==> config.mk <==
export PLATFORM = sky130hd
export DESIGN_NAME = spi_reg_ctrl
export DESIGN_NICKNAME = d
export VERILOG_FILES = /design/src/rtl/spi_reg_ctrl.sv
export SDC_FILE = /design/constraint.sdc
export NUM_CORES = 1
export LEC_CHECK = 0
export ABC_CLOCK_PERIOD_IN_PS = 1800
export BUFFER_PORTS_ARGS = -buffer_cell sky130_fd_sc_hd__buf_4
export CORE_ASPECT_RATIO = 1.5
export CORE_UTILIZATION = 48
export DETAILED_ROUTE_END_ITERATION = 8
export PLACE_DENSITY = 0.79
export RECOVER_POWER = 25
export SLEW_MARGIN = 0
export SYNTH_ARGS = -nofsm -noshare
export SYNTH_HDL_FRONTEND = slang
export SYNTH_SLANG_ARGS = --single-unit
==> constraint.sdc <==
create_clock -name clk -period 1.8 [get_ports clk]
set_input_delay 0.27 -clock clk [delete_from_list [all_inputs] [get_ports clk]]
set_output_delay 0.27 -clock clk [all_outputs]
set_load 0.02 [all_outputs]
==> src/rtl/spi_reg_ctrl.sv <==
// SPI command sequencer: decodes a command byte per CS frame and
// streams bytes into or out of a register bank with auto-increment.
module spi_reg_ctrl #(
  parameter int         ADDR_W      = 7,
  parameter logic [7:0] STATUS_BYTE = 8'hA5
) (
  input  logic              clk,
  input  logic              reset,
  input  logic              spi_cs_n,
  input  logic              rx_dv,
  input  logic [7:0]        rx_byte,
  output logic [7:0]        tx_byte,
  output logic [ADDR_W-1:0] reg_addr,
  output logic [7:0]        reg_wdata,
  output logic              reg_we,
  output logic              reg_re,
  input  logic [7:0]        reg_rdata,
  output logic              busy,
  output logic              frame_done
);

  typedef enum logic [2:0] {
    IDLE,
    WRITE,
    FETCH,
    CAPTURE,
    READ
  } state_t;

  state_t            state;
  logic [ADDR_W-1:0] addr;
  logic              cs_m;
  logic              cs_s;
  logic              cs_d;
  logic              armed;
  logic              block;
  logic              cs_end;

  assign cs_end = cs_s & ~cs_d;
  assign busy   = (state != IDLE);

  // block lifts on a CS rising edge, or once CS is seen high after reset
  always_ff @(posedge clk or posedge reset) begin
    if (reset) begin
      cs_m  <= 1'b1;
      cs_s  <= 1'b1;
      cs_d  <= 1'b1;
      armed <= 1'b0;
      block <= 1'b1;
    end else begin
      cs_m  <= spi_cs_n;
      cs_s  <= cs_m;
      cs_d  <= cs_s;
      armed <= 1'b1;
      if (cs_end || (armed && cs_m && cs_s))
        block <= 1'b0;
    end
  end

  always_ff @(posedge clk or posedge reset) begin
    if (reset) begin
      state      <= IDLE;
      addr       <= '0;
      reg_addr   <= '0;
      reg_wdata  <= '0;
      reg_we     <= 1'b0;
      reg_re     <= 1'b0;
      frame_done <= 1'b0;
      tx_byte    <= STATUS_BYTE;
    end else begin
      reg_we     <= 1'b0;
      reg_re     <= 1'b0;
      frame_done <= 1'b0;
      unique case (state)
        IDLE: begin
          tx_byte <= STATUS_BYTE;
          if (rx_dv && !cs_s && !block) begin
            addr <= rx_byte[ADDR_W-1:0];
            if (rx_byte[7]) begin
              state   <= WRITE;
              tx_byte <= 8'h00;
            end else begin
              state    <= FETCH;
              reg_re   <= 1'b1;
              reg_addr <= rx_byte[ADDR_W-1:0];
            end
          end
        end
        WRITE: begin
          if (rx_dv) begin
            reg_we    <= 1'b1;
            reg_wdata <= rx_byte;
            reg_addr  <= addr;
            addr      <= addr + ADDR_W'(1);
          end
        end
        FETCH: state <= CAPTURE;
        CAPTURE: begin
          tx_byte <= reg_rdata;
          addr    <= addr + ADDR_W'(1);
          state   <= READ;
        end
        READ: begin
          // no new fetch may start once the frame is ending
          if (rx_dv && !cs_end) begin
            state    <= FETCH;
            reg_re   <= 1'b1;
            reg_addr <= addr;
          end
        end
        default: state <= IDLE;
      endcase
      if (cs_end && state != IDLE) begin
        state      <= IDLE;
        frame_done <= 1'b1;
        tx_byte    <= STATUS_BYTE;
      end
    end
  end

endmodule

# After elaboration in Yosys (flattened, before gate mapping)
# Cells that the tools add are included.
# W data, S select, Z words.
[op_classes]
n_addsub = 1
eq_ne = 11
muxes = 24
bitwise_logic = 2
reduce_logical = 19
[op_table]
columns = ["op", "count"]
rows = [
  ["$mux W7", 6],
  ["$pmux W7 S3", 2],
  ["$mux W8", 3],
  ["$pmux W8 S2", 1],
  ["$pmux W3 S5", 1],
  ["$reduce_bool A3 Y1", 4],
  ["$ne A2 B2 Y1 const B", 5],
  ["$mux W3", 3],
  ["$add A7 B1 Y7 const B", 1],
  ["$eq A3 B2 Y1 const B", 2],
  ["$logic_and A1 B1 Y1", 6],
  ["$mux W1", 6],
  ["$ne A3 B3 Y1 const B", 2],
  ["$reduce_and A3 Y1", 2],
  ["$reduce_and A5 Y1", 1],
  ["$eq A3 B1 Y1 const B", 1],
  ["$eq A3 B3 Y1 const B", 1],
  ["$logic_not A1 Y1", 3],
  ["$logic_not A3 Y1", 1],
  ["$mux W2", 1],
  ["$pmux W1 S2", 1],
  ["$reduce_and A2 Y1", 1],
  ["$and A1 B1 Y1", 1],
  ["$logic_or A1 B1 Y1", 1],
  ["$not A1 Y1", 1],
]
[word_totals]
reg_bits = 41
input_bits = 20
out_inout_bits = 27
word_cells = 70

# Depth between registers and ports, before layout
[logic_depth]
ltp_word = 7
mapped_depth = 5

# Worst setup path after synthesis
# OpenSTA, ideal clock, no wires.
[synth_path]
kind = "reg-to-reg"
from = "register state[2]"
to = "register reg_addr[2]"
setup_ps = 125
arrival_ps = 1492
slack_ps = 183
stages_incl_launch_ff = 5
n_path_buf = 0
synth_period_minus_slack_ps = 1617
path_cell_list = "dfrtp_1 -> nand2b_1 -> a21oi_2 -> mux2_2 -> mux2_2"
[synth_via]
elab_chain_len = 3
[synth_lines]
columns = ["item", "line", "rtl"]
rows = [
  ["start, declared", "30", "state_t state;"],
  ["start signal, assigned", "62", "state <= IDLE;"],
  ["start signal, assigned", "80", "state <= WRITE;"],
  ["start signal, assigned", "83", "state <= FETCH;"],
  ["$eq A3 B3 Y1 (tied with other cells)", "74", "unique case (state)"],
  ["$ne A2 B2 Y1 (no source line) or $reduce_bool A3 Y1 (tied branches)", "-", ""],
  ["$reduce_and A5 Y1 (no source line)", "-", ""],
  ["end signal, assigned", "85", "reg_addr <= rx_byte[ADDR_W-1:0];"],
  ["end signal, assigned", "93", "reg_addr <= addr;"],
  ["end signal, assigned", "108", "reg_addr <= addr;"],
  ["end, declared", "13", "output logic [ADDR_W-1:0] reg_addr,"],
]
# Several ways; a longest one is shown, not always the timed one.
# A chain may end at the register's enable or synchronous reset.

# Worst setup path in the final report
[layout_path]
from = "register state[2]"
to = "output busy"
[layout_via]
elab_chain_len = 1
[layout_lines]
columns = ["item", "line", "rtl"]
rows = [
  ["$reduce_bool A3 Y1", "40", "assign busy = (state != IDLE);"],
  ["end, declared", "18", "output logic busy,"],
]
# Every way passes these cells.

==> results.cfg <==
[routing]
routedLengthMet1_mm = 1.57
top_layer_used = met4
route.met2.wl_mm = 2.45
antenna_left = 0
route.met3.wl_um = 160
dr_total_vias = 1525
firstDrtPassIters = 4
vias_per_cell = 5.73
totalWireLength_mm = 4.24
drt_iter0_markers = 65
drcViolationCount = 0
wl_per_cell_um = 15.9

[pwr]
cellPowerDensity_nw_per_um2 = 1640
leakagePower_nw = 1.11
pwr-share-seq = 0.382
power_frac_comb = 0.464
clkPwrFrac = 0.154
power_switching_share = 0.373
p_int_mw = 2.49
irDropWorstVdd_v = 0.000904
p_switching_mw = 1.48

[synthesis]
synth-seq-cells = 41
syn_area_per_cell_um2 = 11.4
ys_seq_area_frac = 0.548
postSynthCellCount = 166
synth.area.top_cells = dfrtp_1, mux2_2, dfstp_2
yosysWarnings = 0
yosysUniqueCellTypes = 37
syn_area_um2 = 1890
yosys.area.top_type = dfrtp_1
postSynthNetCount = 187
synth.top_cell.area_share = 0.437

[setup_path]
r2r_start = state[1]
r2r_slack_ns = 0.08
end_kind = primary output
rr_worst_depth = 4
worstPathRequired_ns = 1.53
arrival_ns = 1.48
reg2reg_to = reg_addr[2]
path_max_fanout = 9
startpoint_type = flop
worstSetupPathType = reg2out

[timing]
fin_tns_setup_ns = 0
finalCriticalPeriod_ns = 1.75
slew_viol_final = 0
rsz0062_at_grt = no
hold_violations = 0
worstMarginPinSlew_ns = 0.995
fmax_mhz = 570
setup_viol = 0
relSlewSlack = 0.336
skew_ns = 0.00903
min_period_over_period = 0.974

[cts]
clkTransAtPathRegs_ns = 0.07
postCtsSetupRepairBufs = 0
cts_tree = done
clockBufferDepth = 2
htreeDepth = 2
root_buffer = clkbuf_8
clkSinkCount = 41
numCtsBuffers = 5
insertion_delay_ns = 0.30

[finish]
num_antenna_cells = 0
fillers = 305
drive_above_1_share = 0.413
multiInputGateArea_um2 = 810
final_common_cell = buf_4
fin_nets = 243
final_util = 0.652
final_cell_mix = buf_4, dfrtp_1, mux2_2, nor2_1, o21ai_0
register_area_um2 = 1040
syn2layout_area_growth_pct = 28.3

[die]
coreArea_um2 = 3720
die_x_um = 53.2
ios = 47
dieArea_um2 = 4200
rows = 27
die_h_um = 78.8
start_util = 0.508

[min_path]
worstHoldPathCells = 1
hold_path_startpoint = spi_cs_n
min_to = cs_m
hold_class = in2reg

[run]
max-cap-violations = 0

[grt]
overflow = 0
grt_pass1_vias = 1591
antenna_found_initial = 0
grt_max_degree = 42
grt_util_all_layers = 0.230
grt_pass1_wl_mm = 7.04

[place]
dp_hpwl_mm = 3.16
place.gp.congestion = 0.848
port_buffers = 46

[run_status]
status = completed
## what timing repair did
action | in CTS | in global routing
resized for setup | 0 | 2
hold buffers | 0 | 0
endpoints found under the setup margin | 0 | 3
## how the worst max path moves through the flow
stage              from           to  slack (ns)  cells past startpoint
6_report       state[2]         busy        0.05                      3
2_1_floorplan  state[2]  reg_addr[2]        0.18                      4
4_1_cts        state[2]         busy        0.03                      3
5_1_grt        state[2]         busy        0.02                      3
3_3_place_gp   state[1]  reg_addr[6]        0.18                      4
3_5_place_dp   state[1]  reg_addr[0]        0.13                      4
## cell type report
| cell class | count | area share |
|---|---|---|
| well taps | 43 | 0.0222 |
| inverters | 2 | 0.00310 |
| repair buffers | 57 | 0.176 |
| clock buffers | 8 | 0.0372 |
| flip-flops and latches | 41 | 0.428 |
| multi-input cells | 115 | 0.334 |
## Yosys cell counts, drive strengths merged
master / n
nand2b: 3
o22a: 4
buf: 5
ha: 1
a22o: 4
nand3b: 2
a21oi: 8
nand4: 2
mux2: 22
nand2: 9
a211o: 1
and2: 2
o221ai: 1
o32a: 1
inv: 2
conb: 1
a2bb2oi: 4
o21a: 1
nor2b: 2
dfstp: 8
nor3: 2
clkbuf: 3
and3: 3
a211oi: 1
or3: 1
o21ai: 14
mux2i: 3
a22oi: 2
a21boi: 1
nor2: 15
nor4bb: 1
dfrtp: 33
nand3: 2
o211ai: 1
nor3b: 1
## worst max-delay path, stage by stage (launching register included)
cell and delay [ns]:
dfrtp_2 0.45, buf_4 0.18, or3_1 0.39, buf_4 0.17
## flip-flops by register name (all words and copies together) (netlist names)
name / cells
armed: 1
reg_re: 1
reg_addr: 7
tx_byte: 8
cs_s: 1
cs_d: 1
cs_m: 1
block: 1
addr: 7
state: 3
reg_wdata: 8
reg_we: 1
frame_done: 1
## layer usage
metal / global-route usage / vias up
li1: - / 712
met1: 0.233 / 758
met2: 0.433 / 49
met3: 0.0441 / 6
met4: 0.0947 / 0
met5: 0 / -
## kinds of logic (layout without fill, tap and decap cells)
group                      count (synthesis)  in the layout  synth area share
DFF                                       41             41             0.548
other                                      1              1           0.00198
and+or+nand+nor                           45             45             0.119
muxes                                     25             25             0.147
AOI/OAI and AO/OA                         43             43             0.154
buffers and inverters                     10             67            0.0232
adders and majority gates                  1              1           0.00662
## per-stage QoR
stage	setup slack (ns)	instances	instance area [um2]	hold WS [ns]	total power, mW
CTS	0.0273	266	2420	0.0755	3.99
finish	0.0471	266	2420	0.0842	3.97
global route	0.0150	266	2420	0.0765	4.20
floorplan	0.183	166	1890	0.274	2.64
detailed placement	0.125	258	2330	0.358	3.37
global placement	0.183	258	2330	0.355	3.28
## power by group through the flow
| stage | clock (mW) | sequential, mW | combinational, mW |
|---|---|---|---|
| after detailed placement | 0 | 1.53 | 1.84 |
| after CTS | 0.626 | 1.51 | 1.85 |
| after floorplan | 0 | 1.73 | 0.910 |
| final | 0.610 | 1.52 | 1.84 |
| after global routing | 0.656 | 1.56 | 1.98 |
| after global placement | 0 | 1.51 | 1.77 |
(Power assumes the default switching activity.)
